===== src/rtl/key_pkg.sv =====
// Shared definitions for the key step generator: per-key FSM state encoding
// and default timing constants.
package key_pkg;

  typedef enum logic [1:0] {
    ST_IDLE  = 2'd0,
    ST_WAIT  = 2'd1,
    ST_RPT   = 2'd2,
    ST_BLOCK = 2'd3
  } key_state_t;

  localparam int DEF_DEB_CYC    = 16;
  localparam int DEF_RPT_DELAY  = 500;
  localparam int DEF_RPT_PERIOD = 100;
  localparam int DEF_RPT_EN     = 1;

  // Larger of two integers, used to size the shared repeat counter.
  function automatic int max2(input int a, input int b);
    return (a > b) ? a : b;
  endfunction

endpackage


===== src/rtl/key_debounce.sv =====
// One raw key input: 2-flop synchronizer, consecutive-mismatch counter and the
// debounced level it drives. The level flips only after DEB_CYC consecutive
// edges at which the synchronized input disagrees with it.
module key_debounce
  import key_pkg::*;
#(
  parameter int DEB_CYC = DEF_DEB_CYC
)(
  input  logic clk,
  input  logic rst_n,
  input  logic raw,
  output logic level
);

  localparam int DW = $clog2(DEB_CYC);
  localparam logic [DW-1:0] LAST = DW'(DEB_CYC - 1);

  logic [1:0]    sync;
  logic [DW-1:0] cnt;

  // Bring the asynchronous button into the clock domain.
  always_ff @(posedge clk or negedge rst_n) begin
    if (!rst_n) sync <= 2'b00;
    else        sync <= {sync[0], raw};
  end

  // Count disagreeing edges; any agreeing edge restarts the count. The count
  // is cleared when it reaches its last value, so it can never wrap.
  always_ff @(posedge clk or negedge rst_n) begin
    if (!rst_n) begin
      cnt   <= '0;
      level <= 1'b0;
    end else if (sync[1] == level) begin
      cnt <= '0;
    end else if (cnt == LAST) begin
      cnt   <= '0;
      level <= ~level;
    end else begin
      cnt <= cnt + 1'b1;
    end
  end

endmodule


===== src/rtl/key_step_gen.sv =====
// Turns the up/down buttons into one-cycle step requests for a number
// selector: a press pulse, then optional auto-repeat while the key is held.
// Holding both keys blocks all pulses until each key is individually released.
module key_step_gen
  import key_pkg::*;
#(
  parameter int DEB_CYC    = DEF_DEB_CYC,
  parameter int RPT_DELAY  = DEF_RPT_DELAY,
  parameter int RPT_PERIOD = DEF_RPT_PERIOD,
  parameter int RPT_EN     = DEF_RPT_EN
)(
  input  logic       clk,
  input  logic       rst_n,
  input  logic       key_up_raw,
  input  logic       key_dn_raw,
  output logic       inc_pulse,
  output logic       dec_pulse,
  output logic       up_held,
  output logic       dn_held,
  output key_state_t up_state,
  output key_state_t dn_state
);

  localparam int CW = $clog2(max2(RPT_DELAY, RPT_PERIOD));
  localparam logic [CW-1:0] DLY_LAST = CW'(RPT_DELAY - 1);
  localparam logic [CW-1:0] PER_LAST = CW'(RPT_PERIOD - 1);

  // Index 0 is the up key, index 1 the down key.
  logic [1:0]    held;
  logic [1:0]    fire;
  logic          both_held;
  key_state_t    st_q  [2];
  key_state_t    st_d  [2];
  logic [CW-1:0] cnt_q [2];
  logic [CW-1:0] cnt_d [2];

  key_debounce #(.DEB_CYC(DEB_CYC)) u_up_deb (
    .clk   (clk),
    .rst_n (rst_n),
    .raw   (key_up_raw),
    .level (held[0])
  );

  key_debounce #(.DEB_CYC(DEB_CYC)) u_dn_deb (
    .clk   (clk),
    .rst_n (rst_n),
    .raw   (key_dn_raw),
    .level (held[1])
  );

  // Per-key next state, repeat counter and pulse request. A key can only fire
  // while its own level is high, so forcing BLOCK when both are high also
  // guarantees the two pulses are never high together.
  always_comb begin
    both_held = held[0] & held[1];
    fire      = 2'b00;
    for (int k = 0; k < 2; k++) begin
      st_d[k]  = st_q[k];
      cnt_d[k] = cnt_q[k];
      unique case (st_q[k])
        ST_IDLE: begin
          if (held[k]) begin
            st_d[k]  = ST_WAIT;
            cnt_d[k] = '0;
            fire[k]  = 1'b1;
          end
        end
        ST_WAIT: begin
          if (!held[k]) begin
            st_d[k]  = ST_IDLE;
            cnt_d[k] = '0;
          end else if (cnt_q[k] == DLY_LAST) begin
            // Without auto-repeat the counter parks here until release.
            if (RPT_EN != 0) begin
              st_d[k]  = ST_RPT;
              cnt_d[k] = '0;
              fire[k]  = 1'b1;
            end
          end else begin
            cnt_d[k] = cnt_q[k] + 1'b1;
          end
        end
        ST_RPT: begin
          if (!held[k]) begin
            st_d[k]  = ST_IDLE;
            cnt_d[k] = '0;
          end else if (cnt_q[k] == PER_LAST) begin
            cnt_d[k] = '0;
            fire[k]  = 1'b1;
          end else begin
            cnt_d[k] = cnt_q[k] + 1'b1;
          end
        end
        ST_BLOCK: begin
          cnt_d[k] = '0;
          if (!held[k]) st_d[k] = ST_IDLE;
        end
        default: begin
          st_d[k]  = ST_IDLE;
          cnt_d[k] = '0;
        end
      endcase
      if (both_held) begin
        st_d[k]  = ST_BLOCK;
        cnt_d[k] = '0;
        fire[k]  = 1'b0;
      end
    end
  end

  // State and counter registers for both keys.
  always_ff @(posedge clk or negedge rst_n) begin
    if (!rst_n) begin
      for (int k = 0; k < 2; k++) begin
        st_q[k]  <= ST_IDLE;
        cnt_q[k] <= '0;
      end
    end else begin
      for (int k = 0; k < 2; k++) begin
        st_q[k]  <= st_d[k];
        cnt_q[k] <= cnt_d[k];
      end
    end
  end

  // Registered step pulses.
  always_ff @(posedge clk or negedge rst_n) begin
    if (!rst_n) begin
      inc_pulse <= 1'b0;
      dec_pulse <= 1'b0;
    end else begin
      inc_pulse <= fire[0];
      dec_pulse <= fire[1];
    end
  end

  assign up_held  = held[0];
  assign dn_held  = held[1];
  assign up_state = st_q[0];
  assign dn_state = st_q[1];

endmodule


===== config.mk =====
export PLATFORM = sky130hd
export DESIGN_NAME = key_step_gen
export DESIGN_NICKNAME = d
export VERILOG_FILES = /design/src/rtl/key_pkg.sv /design/src/rtl/key_debounce.sv /design/src/rtl/key_step_gen.sv
export SDC_FILE = /design/constraint.sdc
export NUM_CORES = 1
export LEC_CHECK = 0
export ABC_AREA = 1
export CORE_UTILIZATION = 50
export DETAILED_ROUTE_END_ITERATION = 16
export PLACE_DENSITY = 0.69
export SLEW_MARGIN = 20
export SYNTH_ARGS = -nofsm -noshare
export SYNTH_HDL_FRONTEND = slang
export SYNTH_SLANG_ARGS = --single-unit

===== constraint.sdc =====
create_clock -name clk -period 3.5 [get_ports clk]
set_input_delay 0.7 -clock clk [delete_from_list [all_inputs] [get_ports clk]]
set_output_delay 0.7 -clock clk [all_outputs]
set_load 0.02 [all_outputs]

# Yosys cells after proc, flatten, opt, wreduce, memory -nomap -nowiden
# Index checks and enable logic that the tools add are counted.
# word_totals
ff_bits	38
latch_bits	0
ramBits	0
mem_bits_ro	0
output_inout_bits	8
mem_count	0
# op_classes
addsub	4
mul	0
div	0
n_lt_le_gt_ge	0
eq_ne	20
shifts	0
muxes	44
bitwise_logic	5
n_reduce_logical	8
# op_table
operator	count
$mux 9	12
$pmux 9 s4	2
$mux 2	10
$add 9x1->9 const B	2
$eq 9x7->1 const B	2
$eq 9x9->1 const B	2
$mux 4	4
$mux 1	12
$pmux 2 s3	2
$add 4x1->4 const B	2
$eq 2x2->1 const B	4
$eq 4x4->1 const B	2
$ne 4x4->1 const B	2
$ne 3x2->1 const B	2
$ne 3x3->1 const B	2
$pmux 1 s3	2
$reduce_and 3->1	2
$eq 2x1->1 const B	2
$logic_not 2->1	2
$not 1->1	4
$reduce_and 2->1	2
$reduce_or 2->1	2
$eq 1x1->1	2
$and 1x1->1	1

# Longest topological paths before layout
# depth
depth_word	5
mapped_depth	9
mapped_depth_nobuf	9

# Modules after synthesis
# Synthesis repeated with hierarchy kept, for this count alone.
# unflattened
cells_unflattened	272
hier_area_um2	2250.9
# by_module_without_submodules
module	instances	cells_per_inst	area_each_um2	seq_area_each_um2
key_step_gen	1	216	1700.4	600.6
key_debounce	2	28	275.3	175.2

# Worst setup path before layout
# OpenSTA, ideal clock, no wires.
# synth_timing
kind	flip-flop to flip-flop
startpoint	reg st_q (netlist bit dn_state[0])
endpoint	reg st_q (netlist bit dn_state[1])
setup_time_ns	0.117
arrival_ns	1.417
slack_ns	1.966
path_stages_with_launch	9
synth_period_minus_slack_ns	1.534
path_cell_list	dfrtp_1 > inv_1 > ha_1 > nand2_8 > inv_6 > nor2_1 > nand2_2 > o21ai_1 > inv_1
# synth_via
elab_chain_cells	4
word_cells_on_any_way	11
# synth_rtl
element	line_no	source
from (decl)	key_step_gen.sv:32	key_state_t st_q [2];
from (signal, indexed assignment)	key_step_gen.sv:120	st_q[k] <= st_d[k];
$eq 2x2->1	key_step_gen.sv:60	unique case (st_q[k])
$reduce_or 2->1 (no source line)	n/a	
$ne 3x3->1 (no source line) / $pmux 2 s3 (equally long branches)	n/a	
$reduce_and 3->1 (no source line) / $mux 2 (equally long branches)	n/a	
# Parallel ways exist; a longest one is shown, timed or not.
# A chain may end at the register's enable or synchronous reset.

# Worst setup path in the final report
# layout_timing
startpoint	reg u_up_deb.level
endpoint	out up_held
# layout_lines
element	line_no	source
from (decl)	key_debounce.sv:12	output logic level
from (signal assigned)	key_debounce.sv:37	level <= ~level;
to (decl)	key_step_gen.sv:18	output logic up_held,
# No word-level cell between the ends.

==> results.cfg <==
[yosys]
synth_area_um2 = 2190
yosys-top-cells-area = dfrtp_1, ha_1, nand2_1
synth_top_family_by_area = simple AND/OR/NAND/NOR gates
synth_nets = 281
synth_edf_count = 0
ys.flop_type = dfrtp_1
synthTopCellsByCount = nand2_1, dfrtp_1, nor2_1, inv_1, a21oi_1
synth_compound_area_frac = 0.110
syn_inst = 262
yosysMostFrequentCell = nand2_1
synth-simple-area-share = 0.265
muxShareOfSynthArea = 0.00514
async_reset_ff_frac = 1.00
synth_seq_area_share = 0.434
synth_top_area_share = 0.434
syn_avg_cell_area_um2 = 8.36
synth_cell_type_count = 28
ys_ff_latch = 38
synth_warnings = 0
synth_area_leader_cell = dfrtp_1
synthAdderAreaFrac = 0.0857
synth_xor_area_frac = 0.0280

[worst_setup_path]
critPathKind = register to output pin
cp_top_family = flip-flops
r2r_slack_ps = 1930
max_stage_delay_ps = 710
cp_max_fo = 11
cp.required_ps = 2800
path_cells = clkdlybuf4s50_1
crit_slowest_cell = dfrtp_1
crit_path_start_kind = register
cp-end-kind = output pin
worst-path-buf-inv = 1
cp.arrival_ps = 1700

[cts]
cts_setup_buffers = 0
cts_max_level = 2
clkTransAtPathRegs_ps = 80
root_buffer = clkbuf_8
ctsResizeCount = 0
cts_buffers = 5
clkSinkCount = 38
clock_path_buffers = 2
cts_tree = done
clock_latency_ps = 280
holdBufCountCts = 0

[place]
dp_hpwl_um = 2890
routabilityCongestion = 0.894
portBuffers = 11

[layout]
nNetsFinal = 297
synthToLayoutAreaGrowth_pct = 12.9
nFillCells = 376
drive_above_1_share = 0.122
antennaDiodeCount = 0

[routing]
drt_pass1_iterations = 4
routed_via_density = 5.06
drcViolationCount = 0
wl_um = 3950
drt_iter0_markers = 125
ant_nets = 0
routedWlPerCell_um = 12.0
dr_total_vias = 1665

[sta]
skew_ps = 4.13
final_hold_viol_count = 0
rsz0062_at_grt = no
final_max_slew_viol_count = 0
tightestPinTransition_ps = 844
relSlewSlack = 0.438
finalSetupViolations = 0
fin_setup_tns_ps = 0
fmax_mhz = 416
min_period_over_period = 0.686
fin_crit_ps = 2400

[die]
dieHeight_um = 68.2
die_w_um = 68.2
std_cell_rows = 23
floorplan.initialDensity = 0.532
ios = 12
core_region_area_um2 = 4120
die-area_um2 = 4650

[power]
power.density_nw_per_um2 = 599
total_power_mw = 1.48
ir_drop_mv = 0.394
p_leak_nw = 1.18

[grt]
antenna_found_initial = 0
gr-total-overflow = 0
grt_pass1_wl_um = 6970
grt.total_usage = 0.200
grt_max_degree = 39
grt_pass1_vias = 1546

[flow_run]
drv_cap = 0

[hold_path]
hold_path_class = register to register

[outcome]
run_status = completed
-- placed cells by master (no fill, tap or decap), types with 2 or more instances in the layout --
cell,n
nand2_8,2
xor2_1,2
o21ai_1,4
clkbuf_8,5
nand2_1,49
o21ai_0,4
inv_1,31
dfrtp_1,38
a31oi_1,5
bufinv_16,2
nand3_1,18
clkdlybuf4s50_1,10
nand3_2,3
o21ai_2,2
nor2_1,33
nand2_2,8
ha_1,15
xnor2_1,5
nor2_2,2
a21oi_1,27
nor2_4,2
nor3_1,2
-- metal layers --
metal  wire [um]  global-route usage  up-vias
met2        1720               0.310       25
met4          38              0.0547        0
met3         109              0.0400        4
li1            -                   -      873
met1        2090               0.281      763
met5           0                   0        -
-- layout make-up --
type	instances	area [um^2]	share of cell area
clock inverters	3	68.8	0.0278
flip-flops and latches	38	951	0.385
inverters	34	135	0.0547
multi-input cells	188	1080	0.437
well taps	50	62.6	0.0253
repair buffers	11	105	0.0425
clock buffers	5	68.8	0.0278
-- worst paths after layout --
kind / start / endpoint / cells past startpoint
worst max register to register: dn_state[0] / dn_state[1] / 8
worst min-delay path: u_up_deb.sync[0] / u_up_deb.sync[1] / 0
min in group asynchronous: rst_n / cnt_q[15] / 1
worst max-delay path: u_up_deb.level / up_held / 1
max in group asynchronous: rst_n / cnt_q[0] / 1
worst min register to register: u_up_deb.sync[0] / u_up_deb.sync[1] / 0
-- registers in the layout, indices dropped and copies added, names as in the netlist --
| signal | flops |
|---|---|
| u_up_deb.level | 1 |
| up_state | 2 |
| inc_pulse | 1 |
| u_dn_deb.sync | 2 |
| u_dn_deb.level | 1 |
| cnt_q | 18 |
| u_up_deb.sync | 2 |
| u_up_deb.cnt | 4 |
| dn_state | 2 |
| u_dn_deb.cnt | 4 |
| dec_pulse | 1 |
-- where the power goes --
| part | switching, mW | leakage, nW | total (mW) | internal, mW |
|---|---|---|---|---|
| sequential | 0.0306 | 0.510 | 0.500 | 0.470 |
| clock | 0.156 | 0.0683 | 0.442 | 0.286 |
| combinational | 0.350 | 0.603 | 0.538 | 0.188 |
-- worst register-to-register path, cell delays in order (launching register included) --
cell	delay, ps
dfrtp_1	420
inv_1	120
ha_1	290
nand2_8	150
inv_6	50
nor2_1	130
nand2_2	90
o21ai_1	160
inv_1	60
-- per-stage QoR --
stage,setup WS [ps],hold slack (ps),util,cell area (um^2),std cells
2_1_floorplan,1970,331,-,2190,262
3_3_place_gp,1460,333,0.567,2330,321
3_5_place_dp,1390,335,0.567,2330,321
4_1_cts,1060,352,0.601,2470,329
5_1_grt,1020,378,0.601,2470,329
6_report,1100,354,0.601,2470,329
-- logic make-up (layout without fill, tap and decap cells) --
| logic type | after synthesis | in the layout |
|---|---|---|
| and+or+nand+nor | 121 | 121 |
| AOI/OAI and AO/OA | 44 | 44 |
| DFF | 38 | 38 |
| buffers and inverters | 36 | 53 |
| adders and majority gates | 15 | 15 |
| xor gates and xnor gates | 7 | 7 |
| muxes | 1 | 1 |
(Power assumes the default switching activity.)
